File: src/rtl/fir_out_monitor.sv
// FIR output monitor: rounds/saturates the wide FIR stream to OUT_WIDTH bits and
// keeps overflow/peak statistics plus windowed overflow counts.
//
// state     | meaning
// S_IDLE    | waiting for win_start
// S_MEASURE | counting stage-2 valid samples and their saturations
// S_REPORT  | one cycle: win_done high, win_ovf_count freshly loaded
module fir_out_monitor #(
  parameter int IN_WIDTH   = 32,
  parameter int OUT_WIDTH  = 16,
  parameter int SHIFT      = 15,
  parameter int WINDOW_LEN = 48000
) (
  input  logic                 clk,
  input  logic                 rst,
  input  logic                 in_valid,
  input  logic [IN_WIDTH-1:0]  in_data,
  input  logic                 clr_stats,
  input  logic                 win_start,
  output logic                 out_valid,
  output logic [OUT_WIDTH-1:0] out_data,
  output logic                 sat_flag,
  output logic                 ovf_sticky,
  output logic [15:0]          ovf_count,
  output logic [IN_WIDTH-1:0]  peak_mag,
  output logic                 win_busy,
  output logic                 win_done,
  output logic [15:0]          win_ovf_count
);

  localparam int SW = IN_WIDTH + 1;
  localparam int CW = $clog2(WINDOW_LEN + 1);
  localparam logic signed [SW-1:0] RND   = SW'(1) <<< (SHIFT - 1);
  localparam logic signed [SW-1:0] R_MAX = SW'((1 <<< (OUT_WIDTH - 1)) - 1);
  localparam logic signed [SW-1:0] R_MIN = ~R_MAX;
  localparam logic [OUT_WIDTH-1:0] O_MAX = {1'b0, {(OUT_WIDTH-1){1'b1}}};
  localparam logic [OUT_WIDTH-1:0] O_MIN = {1'b1, {(OUT_WIDTH-1){1'b0}}};
  localparam logic [CW-1:0]        WIN_LAST = CW'(WINDOW_LEN - 1);

  typedef enum logic [1:0] {S_IDLE, S_MEASURE, S_REPORT} state_t;

  state_t                 state_q;
  logic                   v1_q;
  logic signed [SW-1:0]   r1_q;
  logic [CW-1:0]          win_cnt_q;
  logic [15:0]            win_acc_q;

  logic signed [SW-1:0]   in_ext;
  logic signed [SW-1:0]   sum;
  logic signed [SW-1:0]   r_d;
  logic [IN_WIDTH-1:0]    mag;
  logic                   sat_hi;
  logic                   sat_lo;
  logic [OUT_WIDTH-1:0]   data_d;
  logic [15:0]            win_acc_d;

  // One extra bit of headroom keeps the rounding add from wrapping near full scale.
  always_comb begin
    in_ext = {in_data[IN_WIDTH-1], in_data};
    sum    = in_ext + RND;
    r_d    = sum >>> SHIFT;
    mag    = in_data[IN_WIDTH-1] ? (~in_data + IN_WIDTH'(1)) : in_data;
    sat_hi = r1_q > R_MAX;
    sat_lo = r1_q < R_MIN;
    data_d = sat_hi ? O_MAX : (sat_lo ? O_MIN : r1_q[OUT_WIDTH-1:0]);
    win_acc_d = win_acc_q;
    if (out_valid && sat_flag && (win_acc_q != 16'hFFFF)) win_acc_d = win_acc_q + 16'd1;
  end

  always_ff @(posedge clk or posedge rst) begin
    if (rst) begin
      v1_q      <= 1'b0;
      r1_q      <= '0;
      out_valid <= 1'b0;
      out_data  <= '0;
      sat_flag  <= 1'b0;
    end else begin
      v1_q      <= in_valid;
      out_valid <= v1_q;
      if (in_valid) r1_q <= r_d;
      if (v1_q) begin
        out_data <= data_d;
        sat_flag <= sat_hi | sat_lo;
      end
    end
  end

  // A clear wins over a same-cycle update, so that sample never reaches the stats.
  always_ff @(posedge clk or posedge rst) begin
    if (rst) begin
      ovf_sticky <= 1'b0;
      ovf_count  <= '0;
      peak_mag   <= '0;
    end else if (clr_stats) begin
      ovf_sticky <= 1'b0;
      ovf_count  <= '0;
      peak_mag   <= '0;
    end else begin
      if (in_valid && (mag > peak_mag)) peak_mag <= mag;
      if (out_valid && sat_flag) begin
        ovf_sticky <= 1'b1;
        if (ovf_count != 16'hFFFF) ovf_count <= ovf_count + 16'd1;
      end
    end
  end

  always_ff @(posedge clk or posedge rst) begin
    if (rst) begin
      state_q       <= S_IDLE;
      win_cnt_q     <= '0;
      win_acc_q     <= '0;
      win_busy      <= 1'b0;
      win_done      <= 1'b0;
      win_ovf_count <= '0;
    end else begin
      case (state_q)
        S_IDLE: begin
          win_done <= 1'b0;
          if (win_start) begin
            state_q   <= S_MEASURE;
            win_cnt_q <= WIN_LAST;
            win_acc_q <= '0;
            win_busy  <= 1'b1;
          end
        end
        S_MEASURE: begin
          if (out_valid) begin
            win_acc_q <= win_acc_d;
            if (win_cnt_q == '0) begin
              state_q       <= S_REPORT;
              win_busy      <= 1'b0;
              win_done      <= 1'b1;
              win_ovf_count <= win_acc_d;
            end else begin
              win_cnt_q <= win_cnt_q - CW'(1);
            end
          end
        end
        S_REPORT: begin
          state_q  <= S_IDLE;
          win_done <= 1'b0;
        end
        default: begin
          state_q  <= S_IDLE;
          win_busy <= 1'b0;
          win_done <= 1'b0;
        end
      endcase
    end
  end

endmodule

File: config.mk
export PLATFORM = sky130hd
export DESIGN_NAME = fir_out_monitor
export DESIGN_NICKNAME = d
export VERILOG_FILES = /design/src/rtl/fir_out_monitor.sv
export SDC_FILE = /design/constraint.sdc
export NUM_CORES = 1
export LEC_CHECK = 0
export BUFFER_PORTS_ARGS = -buffer_cell sky130_fd_sc_hd__buf_4
export CORE_UTILIZATION = 52
export DETAILED_ROUTE_END_ITERATION = 10
export GPL_TIMING_DRIVEN = 0
export PLACE_DENSITY = 0.89
export SKIP_LAST_GASP = 1
export SYNTH_ARGS = -nofsm -noshare
export SYNTH_HDL_FRONTEND = slang
export SYNTH_SLANG_ARGS = --single-unit
File: constraint.sdc
create_clock -name clk -period 3.61 [get_ports clk]
set_clock_uncertainty 0.1 [all_clocks]
set_input_delay 0.1805 -clock clk [delete_from_list [all_inputs] [get_ports clk]]
set_output_delay 0.1805 -clock clk [all_outputs]
set_load 0.1 [all_outputs]
After elaboration in Yosys (flattened, before gate mapping)
Index checks and enable logic that the tools add are counted.

Flip-flop bits (word level): 138. Input port bits: 37. Output and inout port bits: 85.

$add $sub $neg: 5. Magnitude comparators: 3. Equality and inequality tests: 8. Muxes and demuxes: 29. Bitwise operators: 3. Reductions and logical operators: 16.

Operator list (number): $mux 16 (11); $mux 32 (3); $pmux 16 s2 (2); $add 32x16->33 const B (1); $add 16x1->16 const B (2); $add 32x1->32 const B (1); $gt 32x32->1 (1); $ne 16x16->1 const B (2); $not 32->32 (1); $gt 18x16->1 const B (1); $lt 18x16->1 const B (1); $logic_not 16->1 (1); $sub 16x1->16 const B (1); $reduce_and 3->1 (3); $mux 1 (8); $ne 2x2->1 const B (4); $reduce_and 4->1 (2); $reduce_bool 2->1 (4); $mux 2 (3); $pmux 2 s2 (1); $reduce_and 2->1 (2); $logic_and 1x1->1 (3); $pmux 1 s3 (1); $eq 2x1->1 const B (1); 4 further kinds (4).

Depth between registers and ports, before layout
Depth in word-level cells: 7. Mapped depth: 15. Mapped depth without buffers: 14.

Least setup slack after synthesis
No wires, ideal clock.

Path type: input -> register. Start: input port in_data[6]. End: register peak_mag[10]. Library setup time: 94 ps. Arrival time: 3599 ps. Data required time: 3416 ps. Setup slack: -183 ps. Stages: 14. Buffers on the path: 3. Cells stage by stage: or4_4 buf_6 or3_1 buf_6 o41ai_4 xnor2_1 ha_1 nand4_1 nor2_1 a22o_1 o41ai_2 clkbuf_1 a21oi_1 a211oi_1.

Cells in the longest elaborated chain, start to end: 6. Elaborated cells between the ends (all ways): 8.

Ends and longest elaborated chain: start: declaration (line 17) `input logic [IN_WIDTH-1:0] in_data,`; $not 32->32 (line 62) `mag = in_data[IN_WIDTH-1] ? (~in_data + IN_WIDTH'(1)) : in_data;`; $add 32x1->32 (line 62); $mux 32 * (line 62); $gt 32x32->1 (line 99) `if (in_valid && (mag > peak_mag)) peak_mag <= mag;`; $logic_and 1x1->1 (line 99); $reduce_bool 2->1 (no source line); end signal: assignment (line 99); end: declaration (line 25) `output logic [IN_WIDTH-1:0] peak_mag,`.

Mark *: on every way between the ends. The rest lies on a longest branch, timed or not. The select of a mux whose other input is x is not followed. A chain may end at the register's enable or synchronous reset.

Final worst setup path
Start: input port in_data[10]. End: register peak_mag[13].

The elaborated chain is that of the path after synthesis.

==> impl_metrics.ini <==
[status]
status = complete, but fails checks
violations = negative setup slack

[floorplanning]
coreArea_sq_um = 15300
row_count = 45
fp.dieH_um = 127
start_util = 0.534
num_io_pins = 122
die_x_um = 127
die-area_sq_um = 16200

[synthesis]
synth_top_area_cell = dfrtp_1
ys_ff_latch = 138
synthAdderAreaFrac = 0.0583
yosysMostFrequentCell = dfrtp_1
synth_top_cells_by_count = 138 x dfrtp_1, 72 x nand2_1, 70 x a21oi_1
synth.area.top_cells = dfrtp_1 42%, ha_1 5.8%, xnor2_1 5.7%
synth_compound_gate_area_share = 0.190
syn_nets = 974
async_reset_ff_frac = 1.00
synth_mux_area_frac = 0.00783
synth_edf_count = 0
avgSynthCellArea_sq_um = 9.07
seq_area_frac_synth = 0.424
synth-simple-area-share = 0.179
ys_warn_count = 0
syn_inst = 899
synth_top_family_by_area = compound AO/OA/AOI/OAI gates
synth.top_cell.area_share = 0.424
synth_top_flop_cell = dfrtp_1
netlist_area_sq_um = 8150
synth_cell_types = 66
synthXorXnorAreaFrac = 0.0838

[critical_path]
arrival_ns = 3.96
r2r_start = win_acc_q[4]
crit_type = input port to register
crit_path_end_kind = register
endpoint = peak_mag[13]
worstReg2RegEnd = win_ovf_count[7]
critical_path.startpoint = in_data[10]
path_max_fanout = 10
reg2reg_depth = 8
start_kind = input port
required_ns = 3.84
reg2reg_slack_ns = 0.93

[timing]
finalHoldViolCount = 0
period_share = 1.03
finalWorstSetupSlack_ns = -0.125
finalSetupViolCount = 32
fmax_ghz = 0.268
worstMarginPinSlew_ns = 0.833
relSlewSlack = 0.444
period_needed_ns = 3.74
drv_slew = 0
setup_tns_ns = -2.20

[cells_and_area]
nets = 1125
finalCoreUtilization = 0.693
fin_cells = 1273
drive_gt1_frac = 0.232
syn_to_final_growth_pct = 29.7
antenna-diode-count = 0
fillers = 1043

[power]
power_density_nw_per_um2 = 572
leakagePower_nw = 4.63
ir_drop_mv = 0.369

[route]
totalWireLength_mm = 22.6
drc = 0
drtAntennaViolNets = 0
wl_per_cell_um = 17.7
dr.pass1.iters = 5
drt_iter0_drc = 791
avgViaCountPerCell = 5.97
dr_total_vias = 7601

[place]
place_inst = 1225
place_congestion = 0.917
portBuffers = 112
dp_hpwl_mm = 14.9

[cts]
cts_buffer_depth = 2
clock_latency_ns = 0.43
cts_max_level = 4
root_buffer = clkbuf_16
cts_inserted_buffers = 17
path_clk_slew_ns = 0.06
clock-sinks = 138
tritoncts = yes

[job]
drv_cap = 0

[worst_hold_path]
holdPathStages = 2
hp-class = input port to register

[global_routing]
grt_max_degree = 44
grt_use_total = 0.271
grt_pass1_vias = 7103
grt_pass1_wl_mm = 34.7
gr-total-overflow = 0
antenna_found_initial = 0
## through the flow
step / setup WS (ns) / area, sq um / power [mW] / hold WS (ns)
after floorplan: -0.0774 / 8200 / 3.33 / 0.112
after global placement: -0.626 / 9300 / 3.71 / 0.206
after detailed placement: -0.703 / 9360 / 3.77 / 0.115
after CTS: 0.00114 / 10200 / 5.92 / 0.0151
after global routing: -0.260 / 10600 / 6.27 / 0.0291
final: -0.125 / 10600 / 6.04 / 0.0311
## logic make-up (layout without fill, tap and decap cells)
group           after synthesis  count (layout)
xor+xnor                     78              78
buf+inv                     117             280
compound gates              235             235
mux                           6               6
flops                       138             138
fa+ha+maj                    38              38
simple gates                287             287
## worst min-delay path by stage
| stage | startpoint | endpoint | slack (ns) |
|---|---|---|---|
| after floorplan | in_valid | v1_q | 0.11 |
| after global placement | in_valid | v1_q | 0.21 |
| after detailed placement | rst | win_ovf_count[5] | 0.11 |
| after CTS | in_data[25] | r1_q[10] | 0.02 |
| after global routing | clr_stats | peak_mag[29] | 0.03 |
| final | clr_stats | peak_mag[29] | 0.03 |
## cell usage in the layout, fill, tap and decap left out, types with 5 or more instances in the layout
master         Yosys  final
xnor2_1           53     50
or3_1             16     16
a211oi_1          22      5
or4_1              7      6
dfrtp_1          138    138
a211oi_2           1     17
nand4_1           19     19
nand2_1           72     72
o31ai_1           13     11
buf_6              3      8
o21ai_0           64     63
nand3_1           37     36
inv_1             66     65
clkbuf_1          38     31
nor3_1            16     15
and2_1             5      5
nand2b_1           5      5
dlygate4sd3_1      0      6
a31oi_1            8      7
and4_1             5      5
xor2_1            25     25
bufinv_16          0      8
a21o_1             5      5
nor2_1            64     63
a21oi_1           70     54
buf_4              0    124
a21oi_2            1     15
ha_1              38     38
clkbuf_16          0     17
o211ai_1          16     16
and3_1            12     12
buf_2              5      5
nor4_1            10      6
o211a_1            8      8
## metal layers
| metal | share of wire | global-route usage |
|---|---|---|
| met5 | 0 | 0 |
| met4 | 0.029 | 0.106 |
| met3 | 0.067 | 0.0536 |
| met2 | 0.50 | 0.458 |
| met1 | 0.40 | 0.344 |
## flip-flops by register name, summed over array words and instances (netlist names)
signal	flops
peak_mag	32
r1_q	18
out_data	16
ovf_count	16
win_acc_q	16
win_cnt_q	16
win_ovf_count	16
state_q	2
out_valid	1
ovf_sticky	1
sat_flag	1
v1_q	1
win_busy	1
win_done	1
## cell type report
class | instances | area [sq um] | area share
Clock inverter | 12 | 269 | 0.0254
Sequential cell | 138 | 3450 | 0.327
Tap cell | 211 | 264 | 0.0250
Buffer | 49 | 283 | 0.0267
Multi-Input combinational cell | 644 | 4550 | 0.431
Inverter | 67 | 255 | 0.0241
Clock buffer | 19 | 443 | 0.0419
Timing Repair Buffer | 133 | 1050 | 0.0994
## critical path, stage by stage
cell,delay (ns)
buf_4,0.12
or4_4,0.57
or4_1,0.43
buf_6,0.17
o31ai_1,0.35
xnor2_1,0.18
ha_1,0.37
nand4_1,0.18
buf_4,0.20
nor4_4,0.22
nand3b_1,0.29
a31o_4,0.19
buf_6,0.20
a21oi_4,0.09
a211oi_4,0.22
## what timing repair did
action,in CTS,in global routing
pin swaps,3,17
gates resized for setup,16,69
endpoints found under the setup margin,32,32
gates cloned,1,0
endpoints found under the hold margin,24,0
hold buffers,6,0
buffers inserted,2,9
## power by group
part           switching (mW)  total, mW  internal, mW
clock                   0.666       2.11          1.45
combinational            1.40       1.97         0.579
sequential              0.191       1.95          1.76
No activity file was read; power rests on OpenSTA's default activity.
